File: config.mk
export PLATFORM = sky130hd
export DESIGN_NAME = apb_acc_slave_flat
export DESIGN_NICKNAME = d
export VERILOG_FILES = /design/src/rtl/apb_acc_slave_if.sv /design/src/rtl/apb_acc_slave.sv /design/src/flat_wrapper.sv
export SDC_FILE = /design/constraint.sdc
export NUM_CORES = 1
export LEC_CHECK = 0
export ABC_AREA = 1
export CAP_MARGIN = 0
export CORE_MARGIN = 4
export CORE_UTILIZATION = 40
export CTS_BUF_LIST = sky130_fd_sc_hd__clkbuf_16
export DETAILED_ROUTE_END_ITERATION = 8
export PLACE_DENSITY_LB_ADDON = 0.3
export SLEW_MARGIN = 5
export SYNTH_ARGS = -nofsm -noshare
export SYNTH_HDL_FRONTEND = slang
export SYNTH_SLANG_ARGS = --single-unit
File: constraint.sdc
create_clock -name HCLK -period 2 [get_ports HCLK]
set_input_delay 0.3 -clock HCLK [delete_from_list [all_inputs] [get_ports HCLK]]
set_output_delay 0.3 -clock HCLK [all_outputs]
set_load 0.05 [all_outputs]
File: src/rtl/apb_acc_slave_if.sv
// APB3 completer bus plus the A/X push streams and the result pop stream of the accelerator front-end.
// Pure wiring, no latency of its own.
// Backpressure is carried by a_ready/x_ready/res_valid toward the completer, and by PREADY toward the requester.
interface apb_acc_slave_if #(
   parameter int ADDR_W = 13,
   parameter int DATA_W = 32,
   parameter int RES_W  = 20
);
   logic [ADDR_W-1:0] PADDR;
   logic [DATA_W-1:0] PWDATA;
   logic              PWRITE;
   logic              PSEL;
   logic              PENABLE;
   logic [DATA_W-1:0] PRDATA;
   logic              PREADY;
   logic              PSLVERR;

   logic              acc_en;

   logic              a_valid;
   logic [DATA_W-1:0] a_data;
   logic              a_last;
   logic              a_ready;

   logic              x_valid;
   logic [DATA_W-1:0] x_data;
   logic              x_last;
   logic              x_ready;

   logic              res_valid;
   logic [RES_W-1:0]  res_data;
   logic              res_ready;

   modport slave (
      input  PADDR, PWDATA, PWRITE, PSEL, PENABLE,
      output PRDATA, PREADY, PSLVERR,
      output acc_en,
      output a_valid, a_data, a_last,
      input  a_ready,
      output x_valid, x_data, x_last,
      input  x_ready,
      input  res_valid, res_data,
      output res_ready
   );

   modport master (
      output PADDR, PWDATA, PWRITE, PSEL, PENABLE,
      input  PRDATA, PREADY, PSLVERR,
      input  acc_en,
      input  a_valid, a_data, a_last,
      output a_ready,
      input  x_valid, x_data, x_last,
      output x_ready,
      output res_valid, res_data,
      input  res_ready
   );
endinterface

File: src/rtl/apb_acc_slave.sv
// APB3 completer: CTRL/STATUS registers, LOAD_A/LOAD_X writes become stream pushes, RESULT reads pop the result stream.
// Register and error accesses complete in the first access cycle; stream accesses complete on the handshake cycle.
// A stalled stream inserts wait states up to TIMEOUT cycles, then the transfer ends with PSLVERR and no side effect.
module apb_acc_slave #(
   parameter int ADDR_W  = 13,
   parameter int DATA_W  = 32,
   parameter int RES_W   = 20,
   parameter int A_DEPTH = 18,
   parameter int X_DEPTH = 1568,
   parameter int TIMEOUT = 16
) (
   input logic              HCLK,
   input logic              HRESETn,
   apb_acc_slave_if.slave   bus
);

   localparam int A_CW = (A_DEPTH > 1) ? $clog2(A_DEPTH) : 1;
   localparam int X_CW = (X_DEPTH > 1) ? $clog2(X_DEPTH) : 1;
   localparam int W_CW = (TIMEOUT > 1) ? $clog2(TIMEOUT) : 1;

   localparam logic [1:0] ST_IDLE   = 2'd0;
   localparam logic [1:0] ST_SETUP  = 2'd1;
   localparam logic [1:0] ST_ACCESS = 2'd2;

   localparam logic [ADDR_W-1:0] AD_CTRL   = ADDR_W'(0);
   localparam logic [ADDR_W-1:0] AD_LOAD_A = ADDR_W'(1);
   localparam logic [ADDR_W-1:0] AD_LOAD_X = ADDR_W'(2);
   localparam logic [ADDR_W-1:0] AD_RESULT = ADDR_W'(3);
   localparam logic [ADDR_W-1:0] AD_STATUS = ADDR_W'(4);

   // Registered phase only ever holds IDLE or ACCESS; the setup phase is
   // decoded from the live bus so that the access phase lines up with PENABLE.
   logic [1:0]        st;
   logic [1:0]        cur_st;

   logic [ADDR_W-1:0] addr_q;
   logic              write_q;
   logic              err_q;
   logic [W_CW-1:0]   wait_cnt;

   logic              acc_en_q;
   logic              a_loaded;
   logic              x_loaded;
   logic [A_CW-1:0]   a_cnt;
   logic [X_CW-1:0]   x_cnt;
   logic [7:0]        wait_err_cnt;

   logic              setup_is_load;
   logic              setup_err;
   logic              enter;
   logic              in_acc;
   logic              op_a;
   logic              op_x;
   logic              op_r;
   logic              op_reg;
   logic              hs_a;
   logic              hs_x;
   logic              hs_r;
   logic              waiting;
   logic              tmo;
   logic              done;
   logic              ctrl_wr;
   logic              rd_ctrl;
   logic              rd_status;
   logic              a_wrap;
   logic              x_wrap;
   logic [31:0]       status_w;
   logic [DATA_W-1:0] rdata;

   // Decode the bus phase: a held ACCESS wins, otherwise PSEL without PENABLE is a setup phase.
   always_comb begin
      cur_st = st;
      if (st != ST_ACCESS) begin
         cur_st = (bus.PSEL && !bus.PENABLE) ? ST_SETUP : ST_IDLE;
      end
   end

   // Error classification is fixed at access entry, using acc_en as it stands then.
   always_comb begin
      setup_is_load = (bus.PADDR == AD_LOAD_A) || (bus.PADDR == AD_LOAD_X);
      setup_err     = (bus.PADDR > AD_STATUS)
                   || (bus.PWRITE && ((bus.PADDR == AD_RESULT) || (bus.PADDR == AD_STATUS)))
                   || (!bus.PWRITE && setup_is_load)
                   || (bus.PWRITE && setup_is_load && !acc_en_q);
   end

   // Per-transfer operation decode and completion.
   always_comb begin
      in_acc    = (st == ST_ACCESS);
      op_a      = in_acc && !err_q && write_q && (addr_q == AD_LOAD_A);
      op_x      = in_acc && !err_q && write_q && (addr_q == AD_LOAD_X);
      op_r      = in_acc && !err_q && !write_q && (addr_q == AD_RESULT);
      op_reg    = in_acc && !err_q && ((addr_q == AD_CTRL) || (addr_q == AD_STATUS));
      hs_a      = op_a && bus.a_ready;
      hs_x      = op_x && bus.x_ready;
      hs_r      = op_r && bus.res_valid;
      waiting   = op_a || op_x || op_r;
      tmo       = waiting && !(hs_a || hs_x || hs_r) && (wait_cnt == W_CW'(TIMEOUT - 1));
      done      = in_acc && (err_q || op_reg || hs_a || hs_x || hs_r || tmo);
      enter     = (cur_st == ST_SETUP) || (done && bus.PSEL && !bus.PENABLE);
      ctrl_wr   = op_reg && write_q && (addr_q == AD_CTRL);
      rd_ctrl   = op_reg && !write_q && (addr_q == AD_CTRL);
      rd_status = op_reg && !write_q && (addr_q == AD_STATUS);
      a_wrap    = (a_cnt == A_CW'(A_DEPTH - 1));
      x_wrap    = (x_cnt == X_CW'(X_DEPTH - 1));
   end

   // Phase register and the address/direction/error snapshot taken at access entry.
   always_ff @(posedge HCLK or negedge HRESETn) begin
      if (!HRESETn) begin
         st      <= ST_IDLE;
         addr_q  <= '0;
         write_q <= 1'b0;
         err_q   <= 1'b0;
      end else if (enter) begin
         st      <= ST_ACCESS;
         addr_q  <= bus.PADDR;
         write_q <= bus.PWRITE;
         err_q   <= setup_err;
      end else if (done) begin
         st      <= ST_IDLE;
      end
   end

   // Wait-state counter: restarts on every access entry, advances while a stream stalls.
   always_ff @(posedge HCLK or negedge HRESETn) begin
      if (!HRESETn) begin
         wait_cnt <= '0;
      end else if (enter) begin
         wait_cnt <= '0;
      end else if (waiting && !done) begin
         wait_cnt <= wait_cnt + W_CW'(1);
      end
   end

   // Control state, set counters, sticky loaded flags and the saturating wait-error count.
   always_ff @(posedge HCLK or negedge HRESETn) begin
      if (!HRESETn) begin
         acc_en_q     <= 1'b0;
         a_loaded     <= 1'b0;
         x_loaded     <= 1'b0;
         a_cnt        <= '0;
         x_cnt        <= '0;
         wait_err_cnt <= '0;
      end else begin
         if (ctrl_wr) begin
            acc_en_q <= bus.PWDATA[0];
            if (bus.PWDATA[1]) begin
               a_loaded <= 1'b0;
               x_loaded <= 1'b0;
               a_cnt    <= '0;
               x_cnt    <= '0;
            end
         end
         if (hs_a) begin
            if (a_wrap) begin
               a_cnt    <= '0;
               a_loaded <= 1'b1;
            end else begin
               a_cnt    <= a_cnt + A_CW'(1);
            end
         end
         if (hs_x) begin
            if (x_wrap) begin
               x_cnt    <= '0;
               x_loaded <= 1'b1;
            end else begin
               x_cnt    <= x_cnt + X_CW'(1);
            end
         end
         if (tmo && (wait_err_cnt != 8'hFF)) begin
            wait_err_cnt <= wait_err_cnt + 8'd1;
         end
      end
   end

   // Read data is only driven on a successful completing read; zero at all other times.
   always_comb begin
      status_w = {16'b0, wait_err_cnt, 4'b0, x_loaded, a_loaded, bus.res_valid, acc_en_q};
      rdata    = '0;
      if (rd_ctrl) begin
         rdata = DATA_W'(acc_en_q);
      end
      if (rd_status) begin
         rdata = DATA_W'(status_w);
      end
      if (hs_r) begin
         rdata = DATA_W'(bus.res_data);
      end
   end

   assign bus.PRDATA    = rdata;
   assign bus.PREADY    = done;
   assign bus.PSLVERR   = in_acc && (err_q || tmo);
   assign bus.acc_en    = acc_en_q;

   assign bus.a_valid   = op_a;
   assign bus.a_data    = op_a ? bus.PWDATA : '0;
   assign bus.a_last    = op_a && a_wrap;

   assign bus.x_valid   = op_x;
   assign bus.x_data    = op_x ? bus.PWDATA : '0;
   assign bus.x_last    = op_x && x_wrap;

   assign bus.res_ready = hs_r;

endmodule

File: src/flat_wrapper.sv
// flat-port wrapper written by rule: the top's interface ports become plain ports
module apb_acc_slave_flat 
#(
   parameter int ADDR_W  = 13,
   parameter int DATA_W  = 32,
   parameter int RES_W   = 20,
   parameter int A_DEPTH = 18,
   parameter int X_DEPTH = 1568,
   parameter int TIMEOUT = 16
)
  (HCLK, HRESETn, bus_PADDR, bus_PWDATA, bus_PWRITE, bus_PSEL, bus_PENABLE, bus_PRDATA, bus_PREADY, bus_PSLVERR, bus_acc_en, bus_a_valid, bus_a_data, bus_a_last, bus_a_ready, bus_x_valid, bus_x_data, bus_x_last, bus_x_ready, bus_res_valid, bus_res_data, bus_res_ready);
  apb_acc_slave_if #(.ADDR_W(ADDR_W), .DATA_W(DATA_W), .RES_W(RES_W)) bus_i ();
  input logic HCLK;
  input logic HRESETn;
  input wire logic [$bits(bus_i.PADDR)-1:0] bus_PADDR;
  input wire logic [$bits(bus_i.PWDATA)-1:0] bus_PWDATA;
  input wire logic [$bits(bus_i.PWRITE)-1:0] bus_PWRITE;
  input wire logic [$bits(bus_i.PSEL)-1:0] bus_PSEL;
  input wire logic [$bits(bus_i.PENABLE)-1:0] bus_PENABLE;
  output wire logic [$bits(bus_i.PRDATA)-1:0] bus_PRDATA;
  output wire logic [$bits(bus_i.PREADY)-1:0] bus_PREADY;
  output wire logic [$bits(bus_i.PSLVERR)-1:0] bus_PSLVERR;
  output wire logic [$bits(bus_i.acc_en)-1:0] bus_acc_en;
  output wire logic [$bits(bus_i.a_valid)-1:0] bus_a_valid;
  output wire logic [$bits(bus_i.a_data)-1:0] bus_a_data;
  output wire logic [$bits(bus_i.a_last)-1:0] bus_a_last;
  input wire logic [$bits(bus_i.a_ready)-1:0] bus_a_ready;
  output wire logic [$bits(bus_i.x_valid)-1:0] bus_x_valid;
  output wire logic [$bits(bus_i.x_data)-1:0] bus_x_data;
  output wire logic [$bits(bus_i.x_last)-1:0] bus_x_last;
  input wire logic [$bits(bus_i.x_ready)-1:0] bus_x_ready;
  input wire logic [$bits(bus_i.res_valid)-1:0] bus_res_valid;
  input wire logic [$bits(bus_i.res_data)-1:0] bus_res_data;
  output wire logic [$bits(bus_i.res_ready)-1:0] bus_res_ready;
  assign bus_i.PADDR = bus_PADDR;
  assign bus_i.PWDATA = bus_PWDATA;
  assign bus_i.PWRITE = bus_PWRITE;
  assign bus_i.PSEL = bus_PSEL;
  assign bus_i.PENABLE = bus_PENABLE;
  assign bus_PRDATA = bus_i.PRDATA;
  assign bus_PREADY = bus_i.PREADY;
  assign bus_PSLVERR = bus_i.PSLVERR;
  assign bus_acc_en = bus_i.acc_en;
  assign bus_a_valid = bus_i.a_valid;
  assign bus_a_data = bus_i.a_data;
  assign bus_a_last = bus_i.a_last;
  assign bus_i.a_ready = bus_a_ready;
  assign bus_x_valid = bus_i.x_valid;
  assign bus_x_data = bus_i.x_data;
  assign bus_x_last = bus_i.x_last;
  assign bus_i.x_ready = bus_x_ready;
  assign bus_i.res_valid = bus_res_valid;
  assign bus_i.res_data = bus_res_data;
  assign bus_res_ready = bus_i.res_ready;
  apb_acc_slave #(.ADDR_W(ADDR_W), .DATA_W(DATA_W), .RES_W(RES_W), .A_DEPTH(A_DEPTH), .X_DEPTH(X_DEPTH), .TIMEOUT(TIMEOUT)) u_core (.HCLK(HCLK), .HRESETn(HRESETn), .bus(bus_i));
endmodule
==> results of run 1 <==
[metrics by stage]
stage / cells / hold slack, ps / setup slack (ps) / utilization
CTS: 800 / 490 / -293 / 0.894
global placement: 770 / 297 / 31.6 / 0.802
detailed placement: 770 / 302 / -106 / 0.802
floorplan: 503 / 4.41 / -247 / -
[repair_timing]
action                                  4_1_cts
resized for setup                            92
buffers inserted                             20
pin swaps                                    15
gates cloned                                  2
hold endpoints to repair                     14
hold buffers                                  1
endpoints found under the setup margin      134
[logic make-up after synthesis]
| family | Yosys count |
|---|---|
| AO/OA/AOI/OAI | 52 |
| XOR/XNOR | 16 |
| other | 1 |
| buffers and inverters | 122 |
| adder cells (fa/ha/maj) | 5 |
| AND/OR/NAND/NOR | 249 |
| flip-flops | 47 |
==> results.ini, run 1 <==
[run_status]
status = stopped before the end
failed_stage = global routing (5_1_grt)
error_line = [ERROR DPL-0038] Utilization greater than 100%, impossible to legalize

[yosys]
yosys_warnings = 0
synthMuxAreaShare = 0
synthTopCellsByArea = dfrtp_1, inv_1, nor2_1
synth_edf_count = 0
synthArstFlopShare = 1.00
synth_top_family_by_area = simple AND/OR/NAND/NOR gates
synthMostInstantiatedCell = inv_1
synth_cell_types = 38
synth_top_area_cell = dfrtp_1
synth_top_area_frac = 0.359
yosys_register_bits = 47
synthSimpleGateAreaFrac = 0.334
syn-cell-area_sq_um = 3280
synth_commonest_cells = inv_1, nor2_1, nand2_1, dfrtp_1, nand3_1
synthCells = 492
synthAdderAreaFrac = 0.0191
synth_xor_area_frac = 0.0427
synth_ff_type = dfrtp_1
syn_area_per_cell_sq_um = 6.67
synth-compound-area-share = 0.0885
seq_area_frac_synth = 0.359

[die]
die_height_microns = 98.6
num_rows = 32
die_w_microns = 98.6
num_io_pins = 177
start_util = 0.418

[clock_tree]
cts_htree_levels = 2
root_buffer = clkbuf_16
cts_buffers = 5
clockBufferDepth = 2
clkSinkCount = 47

[placed_design]
dpl.hpwl_microns = 9810
portBuffers = 164
gp_congestion = 0.911
placed_area_sq_um = 6300

[sta]
worstEndpointGrtRepair = bus_PREADY
endpoint_type = primary output

[global_routing]
grt_start_max_net_pins = 48

==> run 2: changes to the inputs <==
--- a/config.mk
+++ b/config.mk
@@ -8,10 +8,9 @@
 export ABC_AREA = 1
 export CAP_MARGIN = 0
 export CORE_MARGIN = 4
-export CORE_UTILIZATION = 40
-export CTS_BUF_LIST = sky130_fd_sc_hd__clkbuf_16
+export CORE_UTILIZATION = 30
 export DETAILED_ROUTE_END_ITERATION = 8
-export PLACE_DENSITY_LB_ADDON = 0.3
+export PLACE_DENSITY_LB_ADDON = 0.15
 export SLEW_MARGIN = 5
 export SYNTH_ARGS = -nofsm -noshare
 export SYNTH_HDL_FRONTEND = slang
==> run 2 against run 1 <==
- the flow now finishes, with violations (negative hold slack, negative setup slack)
- area after synthesis stayed put
- synthesized cell count unchanged
==> results.ini, run 2 <==
[clock_tree]
clkTransAtPathRegs_ps = 90
clkSinkCount = 47  ; unchanged
clk-insertion-delay-late_ps = 310
cts_hold_buf = 0  ; was 1
cts_htree_levels = 2  ; unchanged
cts_tree = built
cts_buffers = 5  ; unchanged
root_buffer = clkbuf_8  ; was clkbuf_16
clockBufferDepth = 2  ; unchanged

[finish]
num-fill-cells = 806
stdcell_count = 846
layout_commonest_cell = buf_12
drive_above_1_share = 0.432
top_register = u_core.addr_q
fin_area_sq_um = 7200
layout_common_cells = buf_12, inv_1, clkdlybuf4s50_1, nand2_1, nor2_2
reg_top3 = u_core.addr_q x13, u_core.x_cnt x11, u_core.wait_err_cnt x8
final_nets = 788
diodes = 0
utilization = 0.685
largest_register_ff_count = 13
area_growth_pct = 119

[die]
die_height_microns = 113  ; was 98.6 microns
die-area_sq_um = 12700
start_util = 0.312  ; was 0.418
num_io_pins = 177  ; unchanged
die_w_microns = 113  ; was 98.6 microns
core_area_sq_um = 10500
num_rows = 37  ; was 32

[sta]
worstMarginPinSlew_ps = 578
fmax_mhz = 441
finalClockSkew_ps = 8.35
final_max_slew_viol_count = 0
hold_slack_ps = -21.7
rsz0062_at_grt = yes
relSlewSlack = 0.614
period_share = 1.13
layout_setup_ws_ps = -269
hold_viol = 23
fin_crit_ps = 2270
setup_viol = 90

[setup_path]
critPathBufInv = 3
timing.rr.start = u_core.err_q$_DFFE_PN0P_
endpoint = bus_PSLVERR
crit_arrival_ps = 1970
reg2reg_depth = 12
crit_required_ps = 1700
cp_max_fo = 5
critical_path.top_delay_family = simple AND/OR/NAND/NOR gates
startpoint = u_core.err_q$_DFFE_PN0P_
regToRegSetupSlack_ps = 70
slowest_stage = dfrtp_1
worst_setup_path_start_kind = flip-flop
path_class = flip-flop to primary output
worstSetupPathDepth = 10
cp_slowest_stage_delay_ps = 390
r2r_end = u_core.wait_cnt[3]$_DFFE_PN0P_
cp-end-kind = primary output
path_cells = inv_2 > nand3_4 > nor2_4 > nand3_4 > nand3_2 > nand2_2 > clkinv_2 > nand2_2 > a21boi_4 > buf_12

[power]
pwr-share-seq = 0.441
swShare = 0.342
cellPowerDensity_nw_per_um2 = 345
ir_drop_uv = 260
comb_power_share = 0.330
power_frac_clock = 0.229
p_leak_nw = 3.36
p_sw_mw = 0.850
cellInternalPower_mw = 1.64

[yosys]
yosys_warnings = 0  ; unchanged
seq_area_frac_synth = 0.359  ; unchanged
synth_edf_count = 0  ; unchanged
synth_top_area_frac = 0.359  ; unchanged
synth_ff_type = dfrtp_1  ; unchanged
synth_cell_types = 38  ; unchanged
synth_top_area_cell = dfrtp_1  ; unchanged
synth_commonest_cells = inv_1, nor2_1, nand2_1, dfrtp_1, nand3_1  ; unchanged
synthCells = 492  ; unchanged
syn_area_per_cell_sq_um = 6.67  ; unchanged
synthMostInstantiatedCell = inv_1  ; unchanged
yosys_register_bits = 47  ; unchanged
synthArstFlopShare = 1.00  ; unchanged
syn-cell-area_sq_um = 3280  ; unchanged
synthTopCellsByArea = dfrtp_1, inv_1, nor2_1  ; unchanged

[placed_design]
gp_congestion = 0.899  ; was 0.911
dp_worst_setup_slack_ps = -78.3  ; was -106 ps
place_inst = 812  ; was 770
dpl.hpwl_microns = 9510  ; was 9810 microns
portBuffers = 164  ; unchanged
placed_area_sq_um = 6390  ; was 6300 sq um

[global_routing]
grt_pass1_wl_microns = 19200
first_global_vias = 3893
grt_start_max_net_pins = 33
antenna_found_initial = 0
gr-total-overflow = 0
grt.total_usage = 0.183

[drt]
wl_microns = 12600
drt_iter0_drc = 204
firstDrtPassIters = 5
num_vias = 3971
viasPerCell = 4.69
drc = 0
ant_nets = 0
routedWlPerCell_microns = 14.9

[min_path]
hold_path.class = primary input to asynchronous set/reset pin

[run]
drv_cap = 0

[run_status]
status = finished, violations left  ; was stopped before the end
violations = negative hold slack, negative setup slack

==> run 2: through the flow <==
step,TNS [ps],power (mW)
after detailed placement,-707,1.74
final,-17120,2.49
after CTS,-13580,2.37
after global routing,-26640,2.62
after floorplan,-249,1.45
after global placement,-1360,1.73
==> run 2: cells by family (layout without fill, tap and decap cells) <==
group,after synthesis,in the layout,share of synthesized area
flip-flops,47,47,0.359
buffers and inverters,122,329,0.156
AND/OR/NAND/NOR,249,249,0.334
AO/OA/AOI/OAI,52,52,0.0885
XOR/XNOR,16,16,0.0427
other,1,12,0.00114
adder cells (fa/ha/maj),5,5,0.0191
==> run 2: worst min path at each step <==
stage / to / cells past startpoint
6_report: u_core.addr_q[8]$_DFFE_PN0P_ / 1
4_1_cts: u_core.addr_q[8]$_DFFE_PN0P_ / 1
5_1_grt: u_core.addr_q[8]$_DFFE_PN0P_ / 1
2_1_floorplan: u_core.a_cnt[0]$_DFFE_PN0P_ / 0
3_5_place_dp: u_core.addr_q[8]$_DFFE_PN0P_ / 1
3_3_place_gp: u_core.addr_q[9]$_DFFE_PN0P_ / 1
==> run 2: layout make-up <==
class	instances	area, sq um	share of cell area
Tap cell	136	170	0.0236
Multi-Input combinational cell	334	2260	0.314
Clock inverter	2	13.8	0.00191
Clock buffer	5	68.8	0.00956
Sequential cell	47	1180	0.164
Inverter	98	374	0.0520
Timing Repair Buffer	224	3130	0.436
==> run 2: timing repair <==
action / in CTS / in global routing
endpoints found under the setup margin: 110 / 114
buffers inserted: 18 / 13
pin swaps: 14 / 24
resized for setup: 57 / 75
cloned: 1 / 1
hold endpoints to repair: 0 / 0
==> run 2: worst register-to-register path, stage by stage (launching register included) <==
cell	delay [ps]
dfrtp_1	390
inv_2	140
nand3_4	120
nor2_4	220
nand3_4	160
nand3_2	120
nand2_2	60
buf_4	130
nand4_2	110
nand2_4	90
buf_6	150
nand3_1	80
nand2_1	50
==> run 2: power groups by stage <==
| stage | clock, mW | sequential (mW) | combinational [mW] |
|---|---|---|---|
| 4_1_cts | 0.575 | 1.09 | 0.714 |
| 3_3_place_gp | 0 | 1.09 | 0.638 |
| 6_report | 0.569 | 1.10 | 0.821 |
| 2_1_floorplan | 0 | 1.09 | 0.355 |
| 3_5_place_dp | 0 | 1.09 | 0.647 |
| 5_1_grt | 0.626 | 1.10 | 0.891 |
==> run 2: metal layers <==
| layer | vias to the layer above | global-route usage | wire length, microns |
|---|---|---|---|
| met5 | - | 0 | 0 |
| met4 | 0 | 0.0409 | 188 |
| met3 | 19 | 0.0539 | 915 |
| met2 | 155 | 0.326 | 6820 |
| met1 | 1854 | 0.218 | 4650 |
| li1 | 1943 | - | - |
Power figures use the tool's default switching activity.
